[src/rtl/ext_interrupt_controller.sv]
// rtl/ext_interrupt_controller.sv - external interrupt controller with priority arbitration and claim/complete
//
// Purpose
//   Collects NUM_SRC external interrupt sources, latches them into a pending
//   register (per-source level or rising-edge mode), and arbitrates among the
//   eligible ones (pending, enabled, not in service, priority above threshold).
//   The winner is registered as a claim ID (source index + 1, 0 = none), which
//   drives the MEIP request. A claim moves the winner from pending to
//   in-service and pulses a one-cycle ack to that source. A complete returns
//   the source from in-service.
//
// Ports
//   clk                         in   clock
//   rst                         in   synchronous reset, active high
//   all_extintc_src_req         in   raw source request lines (synchronous to clk)
//   csrf_extintc_enable         in   per-source enable
//   csrf_extintc_edge_mode      in   per-source mode, 1 = rising edge, 0 = level
//   csrf_extintc_priority       in   packed per-source priorities, PRIO_WIDTH each
//   csrf_extintc_threshold      in   global threshold, eligible only if prio > threshold
//   extintc_csrf_pending        out  pending register
//   extintc_csrf_in_service     out  claimed-but-not-completed register
//   extintc_intif_ext_req       out  1 when an eligible source exists
//   extintc_commit_claim_id     out  ID of the best eligible source, 0 = none
//   commit_extintc_claim        in   claim pulse, claims extintc_commit_claim_id
//   commit_extintc_complete     in   complete pulse
//   commit_extintc_complete_id  in   ID being completed
//   extintc_all_src_ack         out  one-hot ack pulse to the claimed source

module ext_interrupt_controller #(
  parameter int NUM_SRC    = 8,
  parameter int PRIO_WIDTH = 3,
  parameter int ID_WIDTH   = $clog2(NUM_SRC + 1)
) (
  input  logic                          clk,
  input  logic                          rst,
  input  logic [NUM_SRC-1:0]            all_extintc_src_req,
  input  logic [NUM_SRC-1:0]            csrf_extintc_enable,
  input  logic [NUM_SRC-1:0]            csrf_extintc_edge_mode,
  input  logic [NUM_SRC*PRIO_WIDTH-1:0] csrf_extintc_priority,
  input  logic [PRIO_WIDTH-1:0]         csrf_extintc_threshold,
  output logic [NUM_SRC-1:0]            extintc_csrf_pending,
  output logic [NUM_SRC-1:0]            extintc_csrf_in_service,
  output logic                          extintc_intif_ext_req,
  output logic [ID_WIDTH-1:0]           extintc_commit_claim_id,
  input  logic                          commit_extintc_claim,
  input  logic                          commit_extintc_complete,
  input  logic [ID_WIDTH-1:0]           commit_extintc_complete_id,
  output logic [NUM_SRC-1:0]            extintc_all_src_ack
);

  // Registered state
  logic [NUM_SRC-1:0]  pending_q,    pending_d;
  logic [NUM_SRC-1:0]  in_service_q, in_service_d;
  logic [NUM_SRC-1:0]  src_prev_q,   src_prev_d;
  logic [NUM_SRC-1:0]  ack_q,        ack_d;
  logic                ext_req_q,    ext_req_d;
  logic [ID_WIDTH-1:0] claim_id_q,   claim_id_d;

  // Combinational helpers
  logic [NUM_SRC-1:0]    claim_hit;
  logic [NUM_SRC-1:0]    complete_hit;
  logic [NUM_SRC-1:0]    edge_det;
  logic [NUM_SRC-1:0]    pend_set;
  logic [NUM_SRC-1:0]    eligible;
  logic [PRIO_WIDTH-1:0] src_prio [NUM_SRC];
  logic [PRIO_WIDTH-1:0] best_prio;
  logic [ID_WIDTH-1:0]   best_id;

  // Claim/complete decode. A claim only targets the ID currently on
  // claim_id_q, so claim_id_q == 0 matches no source and is a no-op.
  // A complete is honoured only for a valid ID whose source is in service;
  // IDs of 0 or above NUM_SRC never match any bit.
  always_comb begin
    claim_hit    = '0;
    complete_hit = '0;
    for (int i = 0; i < NUM_SRC; i++) begin
      claim_hit[i]    = commit_extintc_claim &&
                        (claim_id_q == ID_WIDTH'(i + 1));
      complete_hit[i] = commit_extintc_complete &&
                        (commit_extintc_complete_id == ID_WIDTH'(i + 1)) &&
                        in_service_q[i];
    end
  end

  // Pending update.
  // Edge sources set on a rising edge regardless of service state, and a new
  // edge coinciding with the claim keeps the bit set (set beats clear).
  // Level sources set only while not in service; the claim clear wins over a
  // still-high level request so the claimed source does not re-pend at once.
  always_comb begin
    edge_det  = all_extintc_src_req & ~src_prev_q;
    pend_set  = (csrf_extintc_edge_mode & edge_det) |
                (~csrf_extintc_edge_mode & all_extintc_src_req &
                 ~in_service_q & ~claim_hit);
    pending_d = (pending_q & ~claim_hit) | pend_set;
  end

  // Complete is applied before claim, so a same-cycle pair on one source
  // leaves it in service.
  always_comb begin
    in_service_d = (in_service_q & ~complete_hit) | claim_hit;
    src_prev_d   = all_extintc_src_req;
    ack_d        = claim_hit;
  end

  // Eligibility from registered state and current configuration.
  always_comb begin
    eligible = '0;
    for (int i = 0; i < NUM_SRC; i++) begin
      src_prio[i] = csrf_extintc_priority[i*PRIO_WIDTH +: PRIO_WIDTH];
      eligible[i] = pending_q[i] & csrf_extintc_enable[i] & ~in_service_q[i] &
                    (src_prio[i] > csrf_extintc_threshold);
    end
  end

  // Priority arbitration. Scanning upward with a strict '>' keeps the lowest
  // index on a tie. An eligible source always has priority >= 1, so starting
  // best_prio at 0 never lets an ineligible source win.
  always_comb begin
    best_prio = '0;
    best_id   = '0;
    for (int i = 0; i < NUM_SRC; i++) begin
      if (eligible[i] && (src_prio[i] > best_prio)) begin
        best_prio = src_prio[i];
        best_id   = ID_WIDTH'(i + 1);
      end
    end
    claim_id_d = best_id;
    ext_req_d  = (best_id != '0);
  end

  always_ff @(posedge clk) begin
    if (rst) begin
      pending_q    <= '0;
      in_service_q <= '0;
      src_prev_q   <= '0;
      ack_q        <= '0;
      ext_req_q    <= 1'b0;
      claim_id_q   <= '0;
    end else begin
      pending_q    <= pending_d;
      in_service_q <= in_service_d;
      src_prev_q   <= src_prev_d;
      ack_q        <= ack_d;
      ext_req_q    <= ext_req_d;
      claim_id_q   <= claim_id_d;
    end
  end

  assign extintc_csrf_pending    = pending_q;
  assign extintc_csrf_in_service = in_service_q;
  assign extintc_intif_ext_req   = ext_req_q;
  assign extintc_commit_claim_id = claim_id_q;
  assign extintc_all_src_ack     = ack_q;

endmodule

[config.mk]
export PLATFORM = sky130hd
export DESIGN_NAME = ext_interrupt_controller
export DESIGN_NICKNAME = d
export VERILOG_FILES = /design/src/rtl/ext_interrupt_controller.sv
export SDC_FILE = /design/constraint.sdc
export NUM_CORES = 1
export LEC_CHECK = 0
export CORE_UTILIZATION = 45
export DETAILED_ROUTE_END_ITERATION = 8
export GPL_ROUTABILITY_DRIVEN = 0
export HOLD_SLACK_MARGIN = 0.12
export PLACE_DENSITY_LB_ADDON = 0.1
export SETUP_SLACK_MARGIN = 0.3
export SLEW_MARGIN = 20
export SYNTH_ARGS = -nofsm -noshare
export SYNTH_HDL_FRONTEND = slang
export SYNTH_SLANG_ARGS = --single-unit
[constraint.sdc]
create_clock -name clk -period 15.9 [get_ports clk]
set_input_delay 1.59 -clock clk [delete_from_list [all_inputs] [get_ports clk]]
set_output_delay 1.59 -clock clk [all_outputs]
set_load 0.02 [all_outputs]
# After elaboration in Yosys (flattened, before gate mapping)
# Index checks and enable logic that the tools add are counted.
# word_totals
register_bits	37
# classes
magnitude_cmp	16
eq_ne	16
mux	15
bitwise	47
reduce_logical	33
# ops
op	count
$and A8 B8 Y8	7
$gt A3 B3 Y1	15
$not A8 Y8	5
$eq A4 B3 Y1 const B	8
$logic_and A1 B1 Y1	32
$mux W4	7
$and A1 B1 Y1	24
$or A8 B8 Y8	3
$mux W3	7
$eq A4 B2 Y1 const B	4
$eq A4 B1 Y1 const B	2
$eq A4 B4 Y1 const B	2
$not A1 Y1	8
$reduce_bool A4 Y1	1
$gt A3 B1 Y1 const B	1
$mux W1	1

# Longest topological paths before layout
# depth
ltp_word	27
ltp_mapped	51

# Worst setup path after synthesis
# No wires, ideal clock.
# synth_path
kind	input-to-reg
from	input port csrf_extintc_threshold[2]
to	register ext_req_q (netlist: extintc_intif_ext_req)
arrival_ps	11059
slack_ps	4698
stages	46
cell_sequence	inv_1 ha_1 a311oi_2 nand3_1 ha_1 and3_2 nor4_4 and2_1 buf_6 mux2_4 ha_1 a31oi_1 nand4_2 mux2_4 ha_1 and3_1 nor4_2 nand3_1 [10 not listed] a2111oi_4 nor2_2 mux2_1 ha_1 nand3_1 nand4b_1 a31oi_1 o221ai_1 clkbuf_1 nor2_1 a31oi_1 ha_1 nor2b_1 o21a_1 o21ai_0 nor2_1 nor3_1 a41oi_1
# synth_between
elab_chain_cells	26
# synth_lines
item	line_no	text
from (decl)	40	input logic [PRIO_WIDTH-1:0] csrf_extintc_threshold,
$gt A3 B3 Y1	112	(src_prio[i] > csrf_extintc_threshold);
$and A1 B1 Y1	111	eligible[i] = pending_q[i] & csrf_extintc_enable[i] & ~in_service_q[i] &
$logic_and A1 B1 Y1	123	if (eligible[i] && (src_prio[i] > best_prio)) begin
$mux W3	123	
$gt A3 B3 Y1	123	
$logic_and A1 B1 Y1	123	
$mux W3	123	
$gt A3 B3 Y1	123	
[10 not listed]	-	
$mux W3	123	
$gt A3 B3 Y1	123	
$logic_and A1 B1 Y1	123	
$mux W3	123	
$gt A3 B3 Y1	123	
$logic_and A1 B1 Y1	123	
$mux W4 *	123	
$reduce_bool A4 Y1 *	129	ext_req_d = (best_id != '0);
to (signal assigned)	145	ext_req_q <= ext_req_d;
to (decl)	56	logic ext_req_q, ext_req_d;
# Mark *: on every way between the ends. The rest lies on a longest branch, timed or not.
# A chain may end at the register's enable or synchronous reset.

# Worst setup path in the final report
# Ends and elaborated chain as after synthesis.

==> metrics.csv <==
metric,value,unit
"commonest cells after routing, fill and taps aside","87 x sky130_fd_sc_hd__clkdlybuf4s50_1, 41 x sky130_fd_sc_hd__ha_1, 37 x sky130_fd_sc_hd__dfxtp_1",
RSZ-0062 raised after global routing,false,
via count of the first global-routing pass,2744,
count of standard-cell rows,28,
Total Nets Final,526,
hold crit path type,reg -> reg,
YS warnings,0,
net switching share of the total power,0.292,
post-synth cell types,53,
x dimension of the die,81.2,um
register clock-pin slew on the reported worst setup and hold paths,0.08,ns
post-detailed-route count of antenna-violating nets,0,
cell taking the most area after synthesis,sky130_fd_sc_hd__dfxtp_1,
area share of the leading cell type in the synthesized netlist,0.262,
main area contributors after synthesis,"sky130_fd_sc_hd__dfxtp_1 26%, sky130_fd_sc_hd__ha_1 18%, sky130_fd_sc_hd__a21oi_1 4.3%",
min cycle time layout,12.61,ns
first-pass iteration count of the detailed router,4,
Gate power share,0.306,
layout cell share with drive strength beyond 1,0.0773,
largest net degree at the start of global routing,27,
cts hold-fix bufs,0,
cell family contributing the most delay on the critical path,simple AND/OR/NAND/NOR gates,
dominant combinational cell family by area after synthesis,simple AND/OR/NAND/NOR gates,
full die area,6590,um2
chip height,81.2,um
HPWL after detailed placement,6170,um
detailed-route via count,2822,
"post-synthesis share of cell area spent on and, or, nand and nor gates",0.266,
clk sinks,37,
total setup violations reported at the end of the flow,0,
syn avg cell area,8.35,um2
clock latency at the later pin of the worst-skew pair,0.29,ns
part of the cycle the worst path needs,0.793,
Setup TNS,0,ns
xor-xnor portion of the synthesized cell area,0,
reported max-cap violation count,0,
clock root buffer,sky130_fd_sc_hd__clkbuf_8,
total power draw,0.000267,W
sequential fraction of design power,0.378,
placeable core region,5990,um2
deepest clock path buffer count,2,
number of synthesized register bits,37,
biggest fanout along the worst timing path,11,
GRT Residual Overflow,0,
Post-Syn Instances,338,
number of buffers added on ports,87,
share of the synthesized area in compound gates (AO/OA/AOI/OAI),0.229,
Syn-to-layout area delta,37.4,%
relative max-transition margin,0.331,
I/O pins,88,
share of flip-flops with an asynchronous set or reset after synthesis,0,
post-CTS setup buffer count,0,
leakage component of the power,1.61,nW
crit path kind,in -> reg,
Int Power,0.000189,W
ANT cells,0,
antenna violations before repair,0,
Fin Clk Skew,0.00922,ns
final wirelength,7770,um
Initial Util,0.471,
GRT Resource Usage Total,0.247,
max-slew violation total from the final report,0,
WP data required,16.01,ns
DRC violation total after the first TritonRoute iteration,97,
slew at the pin with the worst max-slew slack,1.00,ns
average wire length per cell after detail routing,15.5,um
run status,"complete, no violations",
buffers plus inverters on the worst setup path,2,
longest individual stage delay on the worst path,0.39,ns
most common library cell in the layout ignoring fill and taps,sky130_fd_sc_hd__clkdlybuf4s50_1,
H-tree level count,2,
CTS tree,yes,
PwrDens,68.9,nW/um2
crit path max-delay cell type,sky130_fd_sc_hd__clkdlybuf4s50_1,
Post-Synth Adder-Cell Area,0.182,
first-pass GRT wire length,12500,um
sort of element at the end of the critical path,flip-flop,
most common cell type on the critical path,sky130_fd_sc_hd__ha_1,
vias per inst,5.62,
upper clock frequency limit,79.3,MHz
"Top FF cell, synth",sky130_fd_sc_hd__dfxtp_1,
Worst setup SP type,primary input,
Clk pwr share,0.316,
net switching power,0.0000779,W
Arrival @ worst endpoint,12.72,ns
cell area after synthesis,2820,um2
worst voltage drop across the vdd grid,63.7,uV
number of buffers created by CTS,5,
share of cell area taken by muxes after synthesis,0.0253,
sequential cell area fraction in the yosys report,0.262,
DRC errors left,0,
hold violation count in the final report,0,
number of enable flip-flop cells after synthesis,0,
post-cts sizing count,0,
post-synth net total,438,
-- cell type report --
type                            count  area, um2
Tap cell                           75       93.8
Fill cell                         508       2110
Inverter                           19       71.3
Sequential cell                    37        741
Timing Repair Buffer               87        871
Multi-Input combinational cell    276       1980
Clock buffer                        6       82.6
Clock inverter                      2       37.5
-- kinds of logic after synthesis --
family,after synthesis
compound gates,95
simple gates,135
buf+inv,25
mux,5
flops,37
fa+ha+maj,41
-- power by group through the flow --
stage | combinational [W] | sequential, W | clock (W)
2_1_floorplan | 0.0000427 | 0.000106 | 0
3_3_place_gp | 0.0000787 | 0.000103 | 0
3_5_place_dp | 0.0000812 | 0.000103 | 0
4_1_cts | 0.0000816 | 0.000101 | 0.0000855
5_1_grt | 0.0000906 | 0.000101 | 0.0000903
6_report | 0.0000817 | 0.000101 | 0.0000845
-- per-stage QoR --
step	hold slack (ns)	utilization	instance area, um2	setup slack [ns]	cells
floorplan	0.504	-	2820	4.70	338
global placement	0.488	0.627	3760	3.40	494
detailed placement	0.490	0.627	3760	3.10	494
CTS	0.501	0.647	3880	3.37	502
global route	0.528	0.647	3880	2.47	502
finish	0.494	0.647	3880	3.29	502
-- layer usage --
metal	up-vias	track usage	share of wire
li1	1425	-	-
met1	1307	0.315	0.47
met2	80	0.417	0.47
met3	10	0.0427	0.043
met4	0	0.0857	0.013
met5	-	0	0
-- registers in the layout (all words and copies together) (netlist names) --
name	flops
extintc_csrf_in_service	8
extintc_commit_claim_id	4
extintc_all_src_ack	8
src_prev_q	8
extintc_csrf_pending	8
extintc_intif_ext_req	1
-- cell usage after synthesis (all sizes together), types with 9 or more instances --
library cell	instances
nor2	28
nand2	25
o21ai	27
ha	41
a21oi	24
dfxtp	37
inv	19
nand3b	9
nor3	11
nor2b	17
nand3	10
and3	9
-- worst reg2reg max path, delay by kind of cell, from the launching register on --
kind                       cells  cell delay [ns]
adders and majority gates      7             2.13
AOI/OAI and AO/OA             15             3.20
muxes                          4             1.37
DFF                            1             0.37
and+or+nand+nor               19             3.43
-- worst paths after layout --
check / startpoint / to / slack, ns / depth (start not counted)
setup / recovery: csrf_extintc_threshold[2] / extintc_intif_ext_req$_SDFF_PP0_ / 3.29 / 47
hold / removal: extintc_csrf_pending[2]$_SDFF_PP0_ / extintc_csrf_pending[2]$_SDFF_PP0_ / 0.49 / 2
setup reg to reg: extintc_csrf_pending[0]$_SDFF_PP0_ / extintc_intif_ext_req$_SDFF_PP0_ / 5.23 / 45
hold reg to reg: extintc_csrf_pending[2]$_SDFF_PP0_ / extintc_csrf_pending[2]$_SDFF_PP0_ / 0.49 / 2
Note: power is estimated with default switching activity, not from simulation.
